## config.mk

```make
export PLATFORM = sky130hd
export DESIGN_NAME = encoder_serial_flat
export DESIGN_NICKNAME = d
export VERILOG_FILES = /design/src/rtl/encoder_serial_if.sv /design/src/rtl/encoder_serial.sv /design/src/flat_wrapper.sv
export SDC_FILE = /design/constraint.sdc
export NUM_CORES = 1
export LEC_CHECK = 0
export ABC_AREA = 1
export BUFFER_PORTS_ARGS = -buffer_cell sky130_fd_sc_hd__buf_2
export CELL_PAD_IN_SITES_DETAIL_PLACEMENT = 1
export CELL_PAD_IN_SITES_GLOBAL_PLACEMENT = 1
export CORE_ASPECT_RATIO = 1.5
export CORE_MARGIN = 5
export CORE_UTILIZATION = 38
export CTS_BUF_LIST = sky130_fd_sc_hd__clkbuf_16
export CTS_CLUSTER_DIAMETER = 60
export DETAILED_ROUTE_END_ITERATION = 6
export PLACE_DENSITY_LB_ADDON = 0.1
export SYNTH_ARGS = -nofsm -noshare
export SYNTH_HDL_FRONTEND = slang
export SYNTH_SLANG_ARGS = --single-unit
```

## constraint.sdc

```tcl
create_clock -name clk -period 8.45 [get_ports clk]
set_input_delay 1.69 -clock clk [delete_from_list [all_inputs] [get_ports clk]]
set_output_delay 1.69 -clock clk [all_outputs]
set_load 0.02 [all_outputs]
```

## src/rtl/encoder_serial_if.sv

```systemverilog
// Handshake bundle for encoder_serial: request word in, encoded indices out.
// The slave modport is the encoder's view; master is the producer/consumer around it.
interface encoder_serial_if #(
  parameter int N = 3
);
  localparam int W  = 1 << N;
  localparam int CW = N + 1;

  logic          in_valid;
  logic          in_ready;
  logic [W-1:0]  a;
  logic          out_valid;
  logic          out_ready;
  logic [N-1:0]  y;
  logic          last;
  logic          empty;
  logic [CW-1:0] remaining;

  modport slave (
    input  in_valid, a, out_ready,
    output in_ready, out_valid, y, last, empty, remaining
  );

  modport master (
    output in_valid, a, out_ready,
    input  in_ready, out_valid, y, last, empty, remaining
  );
endinterface

```

## src/rtl/encoder_serial.sv

```systemverilog
// Serialising priority encoder: captures a multi-hot word and hands out the
// index of each set bit, highest first, one per output handshake.
module encoder_serial #(
  parameter int N = 3
) (
  input  logic            clk,
  input  logic            reset,
  encoder_serial_if.slave bus
);
  localparam int W  = 1 << N;
  localparam int CW = N + 1;

  typedef enum logic {IDLE, BUSY} state_t;

  state_t        state_q;
  logic [W-1:0]  pending_q;
  logic          empty_q;

  logic [N-1:0]  topIndex;
  logic [CW-1:0] setCount;
  logic [W-1:0]  pending_d;

  // Later iterations overwrite earlier ones, so the highest set bit wins.
  always_comb begin
    topIndex = '0;
    setCount = '0;
    for (int i = 0; i < W; i++) begin
      if (pending_q[i]) begin
        topIndex = i[N-1:0];
      end
      setCount = setCount + {{(CW-1){1'b0}}, pending_q[i]};
    end
  end

  assign pending_d = pending_q & ~({{(W-1){1'b0}}, 1'b1} << topIndex);

  always_ff @(posedge clk) begin
    if (reset) begin
      state_q   <= IDLE;
      pending_q <= '0;
      empty_q   <= 1'b0;
    end else begin
      empty_q <= 1'b0;
      case (state_q)
        IDLE: begin
          if (bus.in_valid) begin
            if (bus.a != '0) begin
              pending_q <= bus.a;
              state_q   <= BUSY;
            end else begin
              empty_q <= 1'b1;
            end
          end
        end
        BUSY: begin
          if (bus.out_ready) begin
            pending_q <= pending_d;
            if (setCount == CW'(1)) begin
              state_q <= IDLE;
            end
          end
        end
        default: state_q <= IDLE;
      endcase
    end
  end

  // Pending is non-zero exactly while BUSY, so gating y by state keeps it zero when idle.
  assign bus.in_ready  = (state_q == IDLE);
  assign bus.out_valid = (state_q == BUSY);
  assign bus.y         = (state_q == BUSY) ? topIndex : '0;
  assign bus.last      = (state_q == BUSY) && (setCount == CW'(1));
  assign bus.remaining = setCount;
  assign bus.empty     = empty_q;
endmodule

```

## src/flat_wrapper.sv

```systemverilog
// flat-port wrapper written by rule: the top's interface ports become plain ports
module encoder_serial_flat 
#(
  parameter int N = 3
)
  (clk, reset, bus_in_valid, bus_a, bus_out_ready, bus_in_ready, bus_out_valid, bus_y, bus_last, bus_empty, bus_remaining);
  encoder_serial_if #(.N(N)) bus_i ();
  input  logic clk;
  input  logic reset;
  input wire logic [$bits(bus_i.in_valid)-1:0] bus_in_valid;
  input wire logic [$bits(bus_i.a)-1:0] bus_a;
  input wire logic [$bits(bus_i.out_ready)-1:0] bus_out_ready;
  output wire logic [$bits(bus_i.in_ready)-1:0] bus_in_ready;
  output wire logic [$bits(bus_i.out_valid)-1:0] bus_out_valid;
  output wire logic [$bits(bus_i.y)-1:0] bus_y;
  output wire logic [$bits(bus_i.last)-1:0] bus_last;
  output wire logic [$bits(bus_i.empty)-1:0] bus_empty;
  output wire logic [$bits(bus_i.remaining)-1:0] bus_remaining;
  assign bus_i.in_valid = bus_in_valid;
  assign bus_i.a = bus_a;
  assign bus_i.out_ready = bus_out_ready;
  assign bus_in_ready = bus_i.in_ready;
  assign bus_out_valid = bus_i.out_valid;
  assign bus_y = bus_i.y;
  assign bus_last = bus_i.last;
  assign bus_empty = bus_i.empty;
  assign bus_remaining = bus_i.remaining;
  encoder_serial #(.N(N)) u_core (.clk(clk), .reset(reset), .bus(bus_i));
endmodule
```

Word-level counts from Yosys, hierarchy flattened
Index checks and enable logic that the tools add are counted.

word-level totals
  bits in registers = 10
  word-level logic and storage cells = 41

operators by class
  add/subtract/negate cells = 7
  eq/ne operators = 4
  shift-type cells = 1
  muxes and demuxes = 18
  bitwise logic cells = 4
  reductions and logical operators = 4

operators with widths
  cell                 count
  $add 4x1->4          6
  $mux 8               3
  $mux 3               7
  $pmux 8 s2           1
  $and 8x8->8          1
  $not 8->8            1
  $reduce_bool 8->1    1
  $shl 1x3->8 const A  1
  $mux 1               6
  $eq 4x1->1 const B   1
  $ne 2x2->1 const B   2
  $reduce_and 3->1     1
  $reduce_or 3->1      1
  $add 1x1->2          1
  $ne 2x1->1 const B   1
  $not 1->1            2
  $pmux 1 s2           1
  $logic_and 1x1->1    1

Logic depth before layout (Yosys ltp)
Gate-level depths: netlist of run 1.

  depth after elaboration = 12
  mapped depth = 12
  gate-level depth less buffers = 12

Worst setup path before layout of run 1
No wires, ideal clock.

  kind = register -> output
  from = register u_core.pending_q[1]
  to = output bus_last
  arrival = 2749 ps
  required time = 6760 ps
  slack = 4011 ps
  cell stages (with the launch flop) = 12
  buffers on the path = 0
  cell sequence = dfxtp_1 ha_1 inv_1 fa_1 fa_1 inv_1 fa_1 inv_1 fa_1 xor2_1 nand4_1 nor2_1

on the way
  word-level cells in the longest chain between the ends = 9

RTL lines
  element                   line                  RTL
  from (decl)               encoder_serial.sv:16  logic [W-1:0] pending_q;
  from (signal assigned)    encoder_serial.sv:48  pending_q <= bus.a;
  from (signal assigned)    encoder_serial.sv:57  pending_q <= pending_d;
  $add 1x1->2               encoder_serial.sv:31  setCount = setCount + {{(CW-1){1'b0}}, pending_q[i]};
  $add 4x1->4 (6 in a row)  encoder_serial.sv:31
  $eq 4x1->1                encoder_serial.sv:72  assign bus.last = (state_q == BUSY) && (setCount == CW'(1));
  $logic_and 1x1->1         encoder_serial.sv:72
  to (decl)                 flat_wrapper.sv:16    output wire logic [$bits(bus_i.last)-1:0] bus_last;

Every way passes these cells.

Final worst setup path of run 1
  from = register u_core.pending_q[0]
  to = output bus_last

The elaborated chain is that of the path after synthesis.

==> out/qor.csv, run 1 <==
stage;metric;value;unit
run_status;status;completed;
run;maxCapViolations;0;
grt;overflow;0;
placed_design;dp_hpwl;1940;µm
power_and_ir_drop;sw_frac_of_total;35.2;%
timing;slew_headroom;67.5;%
clocking;post_cts_resized;0;
die;num_io_pins;23;
logic_synthesis;yosys.area.top_type;dfxtp_1;
timing;fin_crit_sh;57.0;%
power_and_ir_drop;cellPowerDensity;209;nW/µm²
timing;rsz0062_at_grt;false;
logic_synthesis;synthArstFlopShare;0;%
logic_synthesis;synth_nets;138;
logic_synthesis;synth_cell_type_count;23;
routing;dr.max_layer_used;met4;
critical_path;cp_common_cell;fa_1;
routing;drc;0;
timing;clock_skew;0.00113;ns
power_and_ir_drop;seqPwrFrac;26.0;%
die;die_y;67.2;µm
grt;grt_pass1_vias;948;
power_and_ir_drop;p_sw;0.0000759;W
logic_synthesis;yosysMostFrequentCell;nand2_1;
clocking;clk_latency;0.23;ns
critical_path;crit_path_max_incr_delay;0.49;ns
clocking;cts_root_buf;clkbuf_16;
die;start_util;40.4;%
die;die_w;48.2;µm
hold_path;hp-class;register to register;
timing;worstMarginPinSlew;0.487;ns
logic_synthesis;yosys_warnings;0;
die;dieArea;3240;µm²
clocking;cts_tree;built;
logic_synthesis;synth_seq_area_share;24.1;%
timing;slew_viol_final;0;
critical_path;crit_path_end_kind;primary output;
power_and_ir_drop;p_leak;0.544;nW
clocking;ctsHtreeMaxLevel;1;
timing;hold_viol_final;0;
routing;ant_nets;0;
grt;grt_max_degree;13;
logic_synthesis;syn_inst;119;
hold_path;whs_path_depth;2;
critical_path;cp_cell_sequence;ha_1, inv_1, fa_1, fa_1, inv_1, fa_1, inv_1, fa_1, xor2_1, nand4_1, nor2_1, buf_2;
finish;drive_gt1_share;30.3;%
finish;final_nets;163;
routing;via_count;822;
clocking;post_cts_buffers;0;
logic_synthesis;synth-seq-cells;10;
placed_design;io_buffers;22;
grt;grt_pass1_wl;4000;µm
timing;holdWs;0.478;ns
routing;vias_per_cell;5.01;
clocking;cts_buffers;3;
routing;drt-pass1-iter-count;3;
timing;min_period;4.81;ns
logic_synthesis;synth.top_cell.area_share;24.1;%
critical_path;cp.arrival;3.12;ns
clocking;clock_sinks;10;
critical_path;cp.required;6.76;ns
power_and_ir_drop;ir_worst_vdd;0.000112;V
routing;post_drt_wl_per_cell;13.8;µm
grt;antenna_found_initial;0;
critical_path;worst_path_dominant_cell_family;adder cells;
die;rows;20;
power_and_ir_drop;p_comb_share;36.1;%
logic_synthesis;synth.top_cells.by_count;nand2_1, inv_1, nand3_1;
routing;met3_length;82;µm
logic_synthesis;synth_area;830;µm²
routing;wl_met2;1280;µm
routing;drt_iter0_drc;3;
logic_synthesis;synth-edff-count;0;
finish;diodes;0;
power_and_ir_drop;clkPwrFrac;37.8;%
critical_path;rr_worst_depth;12;
grt;grt_usage;17.7;%
routing;routed_wl;2260;µm
routing;wl_met1;809;µm
critical_path;cp_num_buf_inv;4;
timing;fmax;208;MHz
timing;setup-violations-final;0;
critical_path;crit_cells;12;
die;core;2050;µm²
logic_synthesis;avgSynthCellArea;6.97;µm²
critical_path;crit_type;register to primary output;
critical_path;critical_path.slowest_cell;fa_1;
critical_path;cp_max_fo;2;
clocking;clk_path_buf_depth;2;
logic_synthesis;ys_top_cells_by_area;dfxtp_1, nand2_1, fa_1;
finish;syn2layout_area_growth;24.1;%
logic_synthesis;synth_flop_cell;dfxtp_1;
clocking;clkTransAtPathRegs;0.04;ns
timing;setup_tns;0;ns
power_and_ir_drop;power.internal;0.000140;W
critical_path;critPathLaunchType;register;
placed_design;gp_congestion;0.876;
clocking;postCtsHoldBufs;0;
## layout make-up
class | count | area, µm²
clock buffer | 3 | 75.1
tap | 22 | 27.5
fill | 290 | 1020
sequential | 10 | 200
multi-input combinational | 85 | 534
inverter | 22 | 82.6
timing repair buffer | 22 | 110
## metal layers
layer,track usage [%],vias up
met5,0,-
met4,11.1,0
met3,2.67,6
met2,31.7,22
met1,17.6,375
li1,-,419
## per-stage QoR
stage | util (%) | total power, W | setup slack, ns | cell area, µm² | instances
floorplan | - | 0.000113 | 4.01 | 830 | 119
global placement | 46.5 | 0.000132 | 3.99 | 955 | 161
detailed placement | 46.5 | 0.000136 | 3.86 | 955 | 161
CTS | 50.2 | 0.000219 | 3.60 | 1030 | 164
global route | 50.2 | 0.000232 | 3.42 | 1030 | 164
finish | 50.2 | 0.000216 | 3.64 | 1030 | 164
## cells by family (layout without fill, tap and decap cells)
kind of cell	after synthesis	count (layout)	share of synthesized area [%]
xor gates and xnor gates	1	1	1.06
and+or+nand+nor	62	62	35.7
AOI/OAI and AO/OA	15	15	13.4
buffers and inverters	24	47	11.5
DFF	10	10	24.1
adders and majority gates	7	7	14.2
## cell usage in the layout, fill, tap and decap left out
master and instances:
nand4_1 2, dfxtp_1 10, nor2_4 3, inv_2 3, clkbuf_16 3, inv_1 19, nand2_2 3, nor3_1 1
a21oi_2 6, xor2_1 1, nand2_1 31, a21oi_1 5, buf_2 22, o21ai_1 1, nand2_4 1, nand3_1 14
nor2_1 6, o21ai_4 1, o211ai_1 1, o21ai_0 1, fa_1 4, ha_1 3, nor2_2 1
## flip-flops by register name, indices dropped and copies added (netlist names)
name / count
u_core.bus.out_valid: 1
u_core.pending_q: 8
u_core.bus.empty: 1
## path summary, 6_finish.rpt
check / startpoint / to / slack [ns]
min reg2reg: u_core.pending_q[2] / u_core.pending_q[2] / 0.48
max reg2reg: u_core.pending_q[0] / u_core.bus.out_valid / 5.44
min: u_core.pending_q[2] / u_core.pending_q[2] / 0.48
max: u_core.pending_q[0] / bus_last / 3.64
## power groups by stage
stage                      clock, W  combinational (W)  sequential [W]
after detailed placement          0          0.0000791       0.0000569
after floorplan                   0          0.0000578       0.0000553
final                     0.0000815          0.0000779       0.0000561
after CTS                 0.0000831          0.0000800       0.0000562
after global routing      0.0000868          0.0000886       0.0000569
after global placement            0          0.0000759       0.0000565
## worst register-to-register path: cells and delay by family, from the launching register on
family | cells | cell delay, ns
fa+ha+maj | 5 | 1.75
flops | 1 | 0.31
compound gates | 2 | 0.27
buf+inv | 3 | 0.20
xor+xnor | 1 | 0.20
simple gates | 1 | 0.16
Power figures use the tool's default switching activity.
==> inputs of run 2 (changes only) <==
--- a/config.mk
+++ b/config.mk
@@ -11,7 +11,7 @@
 export CELL_PAD_IN_SITES_GLOBAL_PLACEMENT = 1
 export CORE_ASPECT_RATIO = 1.5
 export CORE_MARGIN = 5
-export CORE_UTILIZATION = 38
+export CORE_UTILIZATION = 35
 export CTS_BUF_LIST = sky130_fd_sc_hd__clkbuf_16
 export CTS_CLUSTER_DIAMETER = 60
 export DETAILED_ROUTE_END_ITERATION = 6
==> constraint.sdc (replaced) <==
create_clock -name clk -period 4.77 [get_ports clk]
set_input_delay 0.954 -clock clk [delete_from_list [all_inputs] [get_ports clk]]
set_output_delay 0.954 -clock clk [all_outputs]
set_load 0.02 [all_outputs]
==> run 2 against run 1 <==
Effect of this change:
- die area rose by 7.0%
- combinational power grew 76%
- worst hold slack got worse by 0.00054 ns
- flip-flop and latch count unchanged
- power grew 76%
- critical path type unchanged
==> out/qor.csv, run 2 (synthesis results as in run 1) <==
stage;metric;value;unit;change
routing;routed_wl;2170;µm;-3.9%
grt;grt_pass1_wl;3970;µm;-0.70%
critical_path;crit_path_end_kind;primary output;;
placed_design;io_buffers;22;;unchanged
grt;grt_usage;14.4;%;-3.4 points
run;maxCapViolations;0;;unchanged
routing;drt-pass1-iter-count;4;;+1
clocking;clk_path_buf_depth;2;;unchanged
clocking;ctsHtreeMaxLevel;1;;unchanged
clocking;cts_root_buf;clkbuf_16;;
critical_path;cp_max_fo;2;;unchanged
timing;hold_viol_final;0;;unchanged
grt;grt_pass1_vias;917;;-3.3%
power_and_ir_drop;p_leak;0.544;nW;unchanged
die;rows;21;;+5.0%
timing;rsz0062_at_grt;false;;
die;die_w;49.8;µm;+3.3%
timing;fmax;247;MHz;
timing;setup_tns;0;ns;unchanged
hold_path;hp-class;register to register;;
clocking;clkTransAtPathRegs;0.04;ns;about the same
critical_path;crit_type;register to primary output;;
clocking;post_cts_buffers;0;;unchanged
routing;post_drt_wl_per_cell;13.2;µm;-4.5%
routing;via_count;826;;+0.49%
critical_path;cp.required;3.82;ns;-2.94 ns
clocking;clk_latency;0.23;ns;about the same
run_status;status;completed;;
clocking;cts_buffers;3;;unchanged
die;num_io_pins;23;;unchanged
critical_path;cp_common_cell;fa_1;;
clocking;postCtsHoldBufs;0;;unchanged
timing;setup_ws;0.719;ns;-2.92 ns
die;start_util;36.7;%;-3.7 points
timing;slew_viol_final;0;;unchanged
critical_path;critPathLaunchType;register;;
timing;clock_skew;0.000294;ns;-0.000834 ns
critical_path;critical_path.slowest_cell;fa_1;;
timing;min_period;4.05;ns;
die;die_y;69.6;µm;+3.6%
finish;final_cell_mix;nand2_1, buf_2, inv_1, nand3_1, dfxtp_1;;
grt;overflow;0;;unchanged
finish;regMostFlops;u_core.pending_q;;
finish;final_common_cell;nand2_1;;
power_and_ir_drop;cellPowerDensity;368;nW/µm²;+76%
clocking;post_cts_resized;0;;unchanged
die;core;2260;µm²;+10%
grt;grt_max_degree;13;;unchanged
critical_path;crit_path_max_incr_delay;0.50;ns;about the same
power_and_ir_drop;ir_worst_vdd;0.000192;V;+71%
clocking;cts_tree;built;;
routing;vias_per_cell;5.01;;-0.12%
timing;fin_crit_sh;84.9;%;
placed_design;place_ws;0.944;ns;-2.91 ns
finish;final_nets;163;;unchanged
clocking;clock_sinks;10;;unchanged
placed_design;gp_congestion;0.842;;-3.9%
critical_path;worst_path_dominant_cell_family;adder cells;;
grt;antenna_found_initial;0;;unchanged
critical_path;cp.arrival;3.10;ns;-0.02 ns
routing;ant_nets;0;;unchanged
finish;diodes;0;;unchanged
timing;slew_headroom;66.4;%;-1.1 points
finish;syn2layout_area_growth;24.3;%;
finish;largest_register_ffs;8;;unchanged
critical_path;cp_num_buf_inv;4;;unchanged
placed_design;dp_hpwl;1890;µm;-2.4%
finish;drive_gt1_share;30.3;%;unchanged
timing;worstMarginPinSlew;0.503;ns;+0.0160 ns
timing;setup-violations-final;0;;unchanged
die;dieArea;3460;µm²;+7.0%
critical_path;cp_cell_sequence;ha_1, inv_1, fa_1, fa_1, inv_1, fa_1, inv_1, fa_1, xor2_1, nand4_1, nor2_1, buf_2;;
routing;drc;0;;unchanged
routing;drt_iter0_drc;9;;+6
run 2: cell counts in the layout (fill, tap and decap cells not counted):
No cell type changed its count.
run 2: layout make-up:
cell class / count / area [µm²]
multi-input cells: 85 / 534
inverters: 22 / 82.6
fillers: 316 / 1230
clock buffers: 3 / 75.1
repair buffers: 22 / 110
well taps: 23 / 28.8
flip-flops and latches: 10 / 200
run 2: routing by layer:
metal  vias to the layer above  GRT usage (%)  routed length, µm
li1                        420              -                  -
met1                       370           14.9                819
met2                        26           25.2               1160
met3                        10           3.01                 93
met4                         0           8.75                100
met5                         -              0                  0
run 2: worst register-to-register path: cells and delay by family, from the launching register on:
family,cells,cell delay (ns)
flip-flops,1,0.31
adder cells (fa/ha/maj),5,1.77
XOR/XNOR,1,0.19
AO/OA/AOI/OAI,2,0.39
buffers and inverters,3,0.20
AND/OR/NAND/NOR,1,0.13
run 2: path summary, 6_finish.rpt:
| kind | from | to | slack (ns) | cells past startpoint |
|---|---|---|---|---|
| setup / recovery | u_core.pending_q[0] | bus_last | 0.72 | 12 |
| hold / removal | u_core.pending_q[6] | u_core.pending_q[6] | 0.48 | 2 |
| setup reg to reg | u_core.pending_q[0] | u_core.bus.out_valid | 1.65 | 12 |
| hold reg to reg | u_core.pending_q[6] | u_core.pending_q[6] | 0.48 | 2 |
run 2: through the flow:
stage | hold slack (ns) | util (%) | power (W) | instance area [µm²] | cells
floorplan | 0.451 | - | 0.000200 | 830 | 119
global placement | 0.471 | 42.3 | 0.000235 | 956 | 162
detailed placement | 0.476 | 42.3 | 0.000239 | 956 | 162
CTS | 0.481 | 45.6 | 0.000386 | 1030 | 165
global route | 0.522 | 45.6 | 0.000406 | 1030 | 165
finish | 0.477 | 45.6 | 0.000379 | 1030 | 165
run 2: where the power goes:
group	internal, W	switching, W
clock network	0.000108	0.0000348
registers	0.0000905	0.00000886
logic	0.0000491	0.0000880
